$ cat src/rtl/led_arbiter.sv
`default_nettype none
// ============================================================================
// Module   : led_arbiter
// Purpose  : Round-robin arbiter that grants one of four requesters ownership
//            of a shared 8-bit LED drive for a minimum dwell time.
// Revision : 1.0  initial release
// ----------------------------------------------------------------------------
// Parameters
//   DWELL        minimum grant duration in cycles (1 .. 2^24-1)
//   IDLE_PATTERN value driven on opLED while nobody holds the grant
// Ports
//   ipClk      in   1  system clock, rising edge
//   ipnReset   in   1  synchronous active-low reset
//   ipRequest  in   4  level-sensitive requests, bit i = requester i
//   ipData     in  32  LED values, [8i+7:8i] belongs to requester i
//   opGrant    out  4  registered one-hot (or zero) grant
//   opLED      out  8  registered LED drive
//   opBusy     out  1  OR of opGrant
// Configuration
//   LED_ARBITER_PREEMPT_EN  when defined, requester 0 preempts any other
//                           holder regardless of the dwell counter
// ============================================================================
module led_arbiter #(
  parameter int unsigned DWELL        = 4,
  parameter logic [7:0]  IDLE_PATTERN = 8'h00
) (
  input  logic        ipClk,
  input  logic        ipnReset,
  input  logic [3:0]  ipRequest,
  input  logic [31:0] ipData,
  output logic [3:0]  opGrant,
  output logic [7:0]  opLED,
  output logic        opBusy
);

  typedef enum logic [0:0] {
    IDLE    = 1'b0,
    GRANTED = 1'b1
  } state_t;

  localparam logic [23:0] c_dwellLoad = 24'(DWELL - 1);

  state_t      r_state, w_stateNext;
  logic [3:0]  r_grant, w_grantNext;
  logic [7:0]  r_led, w_ledNext;
  logic [1:0]  r_lastIdx, w_lastIdxNext;
  logic [23:0] r_dwell, w_dwellNext;
  logic [1:0]  w_rrWinner;
  logic        w_anyReq;

  // First requesting index searching upward (with wrap) from start.
  function automatic logic [1:0] rrPick(input logic [3:0] req, input logic [1:0] start);
    logic [1:0] idx;
    rrPick = start;
    // Scan furthest offset first so the nearest requester overwrites last.
    for (int k = 3; k >= 0; k--) begin
      idx = start + k[1:0];
      if (req[idx]) rrPick = idx;
    end
  endfunction

  function automatic logic [7:0] ledSlice(input logic [31:0] data, input logic [1:0] idx);
    ledSlice = data[{idx, 3'b000} +: 8];
  endfunction

  assign w_anyReq = |ipRequest;
  // In IDLE the search starts after the last holder; in GRANTED the last
  // holder is the current holder, so the same start point serves both.
  assign w_rrWinner = rrPick(ipRequest, r_lastIdx + 2'd1);

`ifdef LED_ARBITER_PREEMPT_EN
  logic w_preempt;
  assign w_preempt = (r_state == GRANTED) && ipRequest[0] && (r_lastIdx != 2'd0);
`endif

  always_comb begin
    w_stateNext   = r_state;
    w_grantNext   = r_grant;
    w_ledNext     = r_led;
    w_lastIdxNext = r_lastIdx;
    w_dwellNext   = r_dwell;
    case (r_state)
      IDLE: begin
        w_grantNext = 4'b0000;
        w_ledNext   = IDLE_PATTERN;
        if (w_anyReq) begin
          w_stateNext   = GRANTED;
          w_grantNext   = 4'b0001 << w_rrWinner;
          w_lastIdxNext = w_rrWinner;
          w_dwellNext   = c_dwellLoad;
          w_ledNext     = ledSlice(ipData, w_rrWinner);
        end
      end
      GRANTED: begin
`ifdef LED_ARBITER_PREEMPT_EN
        if (w_preempt) begin
          w_grantNext   = 4'b0001;
          w_lastIdxNext = 2'd0;
          w_dwellNext   = c_dwellLoad;
          w_ledNext     = ledSlice(ipData, 2'd0);
        end else
`endif
        if (r_dwell != 24'd0) begin
          w_dwellNext = r_dwell - 24'd1;
          w_ledNext   = ledSlice(ipData, r_lastIdx);
        end else if (w_anyReq) begin
          // Winner may be the current holder when it is the only requester.
          w_grantNext   = 4'b0001 << w_rrWinner;
          w_lastIdxNext = w_rrWinner;
          w_dwellNext   = c_dwellLoad;
          w_ledNext     = ledSlice(ipData, w_rrWinner);
        end else begin
          // Last index is kept so fairness continues across idle periods.
          w_stateNext = IDLE;
          w_grantNext = 4'b0000;
          w_dwellNext = 24'd0;
          w_ledNext   = IDLE_PATTERN;
        end
      end
      default: begin
        w_stateNext = IDLE;
        w_grantNext = 4'b0000;
        w_dwellNext = 24'd0;
        w_ledNext   = IDLE_PATTERN;
      end
    endcase
  end

  always_ff @(posedge ipClk) begin
    if (!ipnReset) begin
      r_state   <= IDLE;
      r_grant   <= 4'b0000;
      r_led     <= IDLE_PATTERN;
      r_lastIdx <= 2'd3;
      r_dwell   <= 24'd0;
    end else begin
      r_state   <= w_stateNext;
      r_grant   <= w_grantNext;
      r_led     <= w_ledNext;
      r_lastIdx <= w_lastIdxNext;
      r_dwell   <= w_dwellNext;
    end
  end

  assign opGrant = r_grant;
  assign opLED   = r_led;
  assign opBusy  = |r_grant;

endmodule
`default_nettype wire

$ cat config.mk
export PLATFORM = sky130hd
export DESIGN_NAME = led_arbiter
export DESIGN_NICKNAME = d
export VERILOG_FILES = /design/src/rtl/led_arbiter.sv
export SDC_FILE = /design/constraint.sdc
export NUM_CORES = 1
export LEC_CHECK = 0
export ABC_AREA = 1
export CORE_AREA = 2 2 71 73
export DETAILED_ROUTE_END_ITERATION = 8
export DIE_AREA = 0 0 73 75
export GPL_ROUTABILITY_DRIVEN = 0
export PLACE_DENSITY = 0.9
export SLEW_MARGIN = 20
export SYNTH_ARGS = -nofsm -noshare
export SYNTH_HDL_FRONTEND = slang
export SYNTH_SLANG_ARGS = --single-unit
$ cat constraint.sdc
create_clock -name ipClk -period 2.5 [get_ports ipClk]
set_input_delay 0.5 -clock ipClk [delete_from_list [all_inputs] [get_ports ipClk]]
set_output_delay 0.5 -clock ipClk [all_outputs]
set_load 0.01 [all_outputs]
==> metrics.yaml, run 1 <==
global_route:
  grt_overflow: 0
  grt_max_degree: 24
  grtUsageTotal_pct: 25.2
  grt_pass1_vias: 2632
  grt_pass1_wl_um: 11000
  antenna_found_initial: 0
timing:
  max_freq_mhz: 458
  finalSetupViolCount: 0
  fin_tns_setup_ns: 0
  worst_pin_slew_ns: 0.469
  skew_ns: 0.00990
  maxSlewViolCount: 0
  period_needed_ns: 2.18
  hold_viol: 0
  whs_ns: 0.483
  final.period_utilization_pct: 87.4
  slew_headroom_pct: 68.7
  rsz0062_at_grt: "false"
setup_path:
  crit_start: "r_lastIdx[0]$_SDFFE_PN1P_"
  endpoint: "opLED[5]$_SDFF_PN0_"
  critPathCaptureType: "register"
  reg2reg_to: "opLED[5]$_SDFF_PN0_"
  path_class: "register to register"
  r2r_setup_slack_ns: 0.32
  cpMaxStageDelayCell: "dfxtp_1"
  arrival_ns: 2.43
  critPathMaxFanout: 23
  r2r-start: "r_lastIdx[0]$_SDFFE_PN1P_"
  reg2regPathDepth: 13
  cp.required_ns: 2.74
  path_cells: "inv_4, nand2_1, nand2_1, nand2_1, nand2_2, o21ai_4, nand2_2, nand2_4, buf_4, nand3_1, nand3_1, nand3_1, a21oi_1"
  critical-path-max-stage-delay_ns: 0.62
  start_kind: "register"
final_layout:
  register_area_um2: 781
  drive_gt1_share_pct: 10.8
  n_antenna_cell: 0
  design_area_um2: 3180
  fill_cells: 395
  layout.nets: 483
  multi_input_area_um2: 1520
  final_cell_mix: "nand2_1 (89), nor2_1 (58), nand3_1 (54)"
  layout-area-overhead-vs-synth_pct: 25.2
  final_common_cell: "nand2_1"
clock_tree:
  numClockSinks: 39
  cts_buffer_depth: 2
  cts_buffers: 5
  root_buffer: "clkbuf_8"
  clk_pin_slew_ns: 0.09
  cts_setup_buffers: 0
  ctsResizeCount: 0
  tritoncts: "built"
  insertion_delay_ns: 0.31
  cts_hold_buf: 0
  cts_max_level: 2
placed_design:
  dp_hpwl_um: 4900
  placed_area_um2: 3080
  portBuffers: 50
power:
  p_per_area_nw_per_um2: 1370
  ir_drop_v: 0.000645
  leakage_uw: 0.00143
yosys:
  syn_avg_cell_area_um2: 6.47
  ys_seq_area_share_pct: 30.8
  synth_top_area_share_pct: 30.8
  synth_fp_nets: 431
  ys_warn_count: 0
  synth-seq-cells: 39
  synth_area_um2: 2540
  synthDistinctLibCells: 38
  yosysTopAreaCell: "dfxtp_1"
  synth_area_leaders: "dfxtp_1 (31%), nand2_1 (13%), nand3_1 (11%)"
  netlist_instances: 392
floorplanning:
  dieHeight_um: 75
  core_um2: 4660
  die_area_um2: 5480
  fp.dieW_um: 73
  io_pins: 51
  start_util_pct: 54.4
  row_count: 25
drt:
  firstDrtPassIters: 4
  drc: 0
  routed_wl_um: 6550
  vias_per_cell: 5.55
  dr_total_vias: 2769
  wl_per_cell_um: 13.1
  drt_iter0_drc: 129
  ant_nets: 0
flow_run:
  drv_cap: 0
outcome:
  status: "complete, no violations"
hold_path:
  hold_class: "register to register"
-- where the power goes --
group          internal [uW]  switching, uW
Clock                    200            254
Sequential               834            183
Combinational           1130           1740
Total                   2160           2180
-- metal layers --
layer	track usage, %	part of all wire (%)
met5	0	0
met3	5.62	7.8
met2	47.0	50
met4	7.20	1.6
met1	28.8	40
-- worst max-delay path, delay by kind of cell, from the launching register on --
kind,cells,cell delay [ns]
AND/OR/NAND/NOR,9,0.80
flip-flops,1,0.62
buffers and inverters,2,0.40
AO/OA/AOI/OAI,2,0.30
-- cell families (layout without fill, tap and decap cells) --
logic type	count (synthesis)	count (layout)	synth area share, %
AO/OA/AOI/OAI	55	55	12.3
buffers and inverters	49	102	9.23
AND/OR/NAND/NOR	232	232	41.6
flip-flops	39	39	30.8
adder cells (fa/ha/maj)	1	1	0.493
XOR/XNOR	16	16	5.53
-- layout make-up --
class	count	area share, %
tap	54	2.13
timing repair buffer	62	18.6
clock inverter	3	0.749
clock buffer	5	2.17
multi-input combinational	304	47.9
inverter	32	3.86
sequential	39	24.6
-- flip-flops by register name (all words and copies together) (netlist names) --
signal,cells
opGrant,4
opLED,8
r_dwell,24
r_state,1
r_lastIdx,2
-- worst min-delay path by stage --
stage	slack, ns	cells past startpoint	startpoint	endpoint
after floorplan	0.45	2	r_dwell[22]$_SDFFE_PN0P_	r_dwell[22]$_SDFFE_PN0P_
after global placement	0.46	2	r_dwell[22]$_SDFFE_PN0P_	r_dwell[22]$_SDFFE_PN0P_
after detailed placement	0.47	2	opGrant[0]$_SDFFE_PN0N_	opGrant[0]$_SDFFE_PN0N_
after CTS	0.49	2	opGrant[0]$_SDFFE_PN0N_	opGrant[0]$_SDFFE_PN0N_
after global routing	0.50	2	opGrant[2]$_SDFFE_PN0N_	opGrant[2]$_SDFFE_PN0N_
final	0.48	2	opGrant[0]$_SDFFE_PN0N_	opGrant[0]$_SDFFE_PN0N_
-- metrics by stage --
stage,cells,setup WS (ns),utilization [%],total power (uW)
floorplan,392,0.793,-,3240
global placement,491,0.171,66.1,3770
detailed placement,491,0.126,66.1,3860
CTS,499,0.336,68.1,4330
global route,499,0.142,68.1,4740
finish,499,0.316,68.1,4340
-- synthesized netlist by cell type (all sizes together) --
cell type,number
xnor2,6
buf,11
a311oi,1
nor3b,2
dfxtp,39
nor4,1
nand4,2
or4,1
a21oi,22
clkinv,2
inv,30
a211o,1
a41oi,1
nand2,103
o21a,1
nand3b,1
clkbuf,6
o21ai,22
o22ai,7
xor2,10
nand3,55
or2,2
nor2,59
nor3,6
ha,1
No activity file was read; power rests on OpenSTA's default activity.
==> run 2: changes to the inputs <==
--- a/config.mk
+++ b/config.mk
@@ -9,8 +9,8 @@
 export CORE_AREA = 2 2 71 73
 export DETAILED_ROUTE_END_ITERATION = 8
 export DIE_AREA = 0 0 73 75
-export GPL_ROUTABILITY_DRIVEN = 0
 export PLACE_DENSITY = 0.9
+export SETUP_SLACK_MARGIN = 0.1
 export SLEW_MARGIN = 20
 export SYNTH_ARGS = -nofsm -noshare
 export SYNTH_HDL_FRONTEND = slang
==> results of run 2 <==
The final DEF is identical to that of run 1; final timing and power are the same.
==> run 3: changes to the inputs <==
--- a/config.mk
+++ b/config.mk
@@ -6,10 +6,10 @@
 export NUM_CORES = 1
 export LEC_CHECK = 0
 export ABC_AREA = 1
-export CORE_AREA = 2 2 71 73
+export CORE_AREA = 2 2 83 85
 export DETAILED_ROUTE_END_ITERATION = 8
-export DIE_AREA = 0 0 73 75
-export PLACE_DENSITY = 0.9
+export DIE_AREA = 0 0 85 87
+export PLACE_DENSITY = 0.7
 export SETUP_SLACK_MARGIN = 0.1
 export SLEW_MARGIN = 20
 export SYNTH_ARGS = -nofsm -noshare
==> constraint.sdc (replaced) <==
create_clock -name ipClk -period 2.2 [get_ports ipClk]
set_input_delay 0.44 -clock ipClk [delete_from_list [all_inputs] [get_ports ipClk]]
set_output_delay 0.44 -clock ipClk [all_outputs]
set_load 0.01 [all_outputs]
==> metrics.yaml, run 3 (same netlist as run 1, synthesis figures left out) <==
flow_run:
  drv_cap: 0  # unchanged
power:
  p_per_area_nw_per_um2: 1530  # was 1370 nW/um^2
  ir_drop_v: 0.000899  # was 0.000645 V
  leakage_uw: 0.00150  # was 0.00143 uW
  finalPower_uw: 5050  # was 4340 uW
global_route:
  grt_pass1_vias: 2409  # was 2632
  grt_pass1_wl_um: 10400  # was 11000 um
  grtUsageTotal_pct: 17.3  # was 25.2%
  grt_max_degree: 20  # was 24
  antenna_found_initial: 0  # unchanged
  grt_overflow: 0  # unchanged
floorplanning:
  row_count: 30  # was 25
  dieHeight_um: 87  # was 75 um
  core_um2: 6570  # was 4660 um^2
  fp.dieW_um: 85  # was 73 um
  die_area_um2: 7400  # was 5480 um^2
  start_util_pct: 38.6  # was 54.4%
  io_pins: 51  # unchanged
placed_design:
  dp_hpwl_um: 4790  # was 4900 um
  portBuffers: 50  # unchanged
  post-place-ws_ns: -0.141  # was 0.126 ns
  place_congestion: 0.872  # was 0.934
final_layout:
  final_common_cell: "nand2_1"  # unchanged
  drive_gt1_share_pct: 13.1  # was 10.8%
  layout.nets: 491  # was 483
  n_antenna_cell: 0  # unchanged
  final_core_util_pct: 50.2  # was 68.1%
  top_register: "r_dwell"  # unchanged
  layout-area-overhead-vs-synth_pct: 30.1  # was 25.2%
  largest_reg_flops: 24  # unchanged
  final_cell_mix: "nand2_1 (89), nor2_1 (58), nand3_1 (54)"  # unchanged
setup_path:
  cpMaxStageDelayCell: "or4_1"  # was dfxtp_1
  critPathMaxFanout: 3  # was 23
  path_class: "register to output pin"  # was register to register
  r2r-start: "r_lastIdx[1]$_SDFFE_PN1P_"  # was r_lastIdx[0]$_SDFFE_PN1P_
  r2r_setup_slack_ns: 0.34  # was 0.32 ns
  reg2reg_to: "opLED[4]$_SDFF_PN0_"  # was opLED[5]$_SDFF_PN0_
  critical-path-max-stage-delay_ns: 0.51  # was 0.62 ns
  reg2regPathDepth: 13  # unchanged
  path_cells: "or4_1, clkdlybuf4s50_1"  # was inv_4, nand2_1, nand2_1, nand2_1, nand2_2, o21ai_4, nand2_2, nand2_4, buf_4, nand3_1, nand3_1, nand3_1, a21oi_1
  arrival_ns: 1.62  # was 2.43 ns
  critPathBufInv: 1  # was 2
  start_kind: "register"  # unchanged
  cp.required_ns: 1.76  # was 2.74 ns
  critPathCaptureType: "output pin"  # was register
  cp_top_family: "simple AND/OR/NAND/NOR gates"  # unchanged
timing:
  worst_slack_ns: 0.140  # was 0.316 ns
  max_freq_mhz: 485
  slew_headroom_pct: 76.5  # was 68.7%
  period_needed_ns: 2.06
  hold_viol: 0  # unchanged
  whs_ns: 0.482  # was 0.483 ns
  rsz0062_at_grt: "true"  # was false
  finalSetupViolCount: 0  # unchanged
  worst_pin_slew_ns: 0.352  # was 0.469 ns
  final.period_utilization_pct: 93.6
  skew_ns: 0.00696  # was 0.00990 ns
  maxSlewViolCount: 0  # unchanged
drt:
  dr_total_vias: 2674  # was 2769
  firstDrtPassIters: 4  # unchanged
  routed_wl_um: 6330  # was 6550 um
  drt_iter0_drc: 126  # was 129
  ant_nets: 0  # unchanged
  vias_per_cell: 5.03  # was 5.55
  drc: 0  # unchanged
  wl_per_cell_um: 11.9  # was 13.1 um
hold_path:
  min_path_cells: 2  # unchanged
  hold_class: "register to register"  # unchanged
  hp-start: "r_dwell[22]$_SDFFE_PN0P_"  # was opGrant[0]$_SDFFE_PN0N_
  min_to: "r_dwell[22]$_SDFFE_PN0P_"  # was opGrant[0]$_SDFFE_PN0N_
clock_tree:
  clk_pin_slew_ns: 0.08  # was 0.09 ns
  root_buffer: "clkbuf_8"  # unchanged
  cts_buffers: 5  # unchanged
  insertion_delay_ns: 0.30  # was 0.31 ns
  cts_setup_buffers: 0  # unchanged
  cts_buffer_depth: 2  # unchanged
  numClockSinks: 39  # unchanged
  tritoncts: "built"  # unchanged
  cts_max_level: 2  # unchanged
outcome:
  status: "complete, no violations"  # unchanged
[run 3: stage by stage]
| stage | cell area (um^2) | TNS [ns] | instances |
|---|---|---|---|
| finish | 3300 | 0 | 532 |
| global route | 3300 | 0 | 532 |
| CTS | 3280 | 0 | 532 |
| detailed placement | 3190 | -1.19 | 525 |
| global placement | 3190 | -0.363 | 525 |
| floorplan | 2540 | 0 | 392 |
[run 3: per-layer routing]
layer,GRT usage (%),wire (um),vias up
li1,-,-,1391
met1,20.8,2890,1209
met2,30.7,3060,70
met3,3.89,301,4
met4,5.05,74,0
met5,0,0,-
[run 3: worst max-delay path by stage]
stage	startpoint	end	cells after the start	slack (ns)
after floorplan	r_lastIdx[0]$_SDFFE_PN1P_	opLED[7]$_SDFF_PN0_	17	0.49
after global placement	ipRequest[1]	opLED[2]$_SDFF_PN0_	16	-0.07
after detailed placement	ipRequest[1]	opLED[7]$_SDFF_PN0_	16	-0.14
after CTS	opGrant[3]$_SDFFE_PN0N_	opBusy	2	0.12
after global routing	r_dwell[0]$_SDFFE_PN0P_	opLED[1]$_SDFF_PN0_	11	0.1
final	opGrant[3]$_SDFFE_PN0N_	opBusy	2	0.14
[run 3: what timing repair did]
action	in CTS	in global routing
gates resized for setup	0	7
hold buffers	0	0
endpoints found under the setup margin	0	13
[run 3: layout make-up]
class | count | area (um^2)
Sequential cell | 39 | 783
Clock inverter | 1 | 5.00
Clock buffer | 6 | 82.6
Tap cell | 80 | 100
Fill cell | 661 | 3270
Timing Repair Buffer | 70 | 668
Multi-Input combinational cell | 304 | 1540
Inverter | 32 | 123
[run 3: worst min-delay path, delay by kind of cell (launching register included)]
| kind | cells | cell delay (ns) |
|---|---|---|
| compound gates | 1 | 0.06 |
| flops | 1 | 0.32 |
| simple gates | 1 | 0.07 |
[run 3: report_power, final]
| part | total (uW) | switching (uW) | internal [uW] |
|---|---|---|---|
| Combinational | 3390 | 1970 | 1430 |
| Sequential | 1160 | 211 | 951 |
| Clock | 495 | 249 | 246 |
| Total | 5050 | 2430 | 2620 |
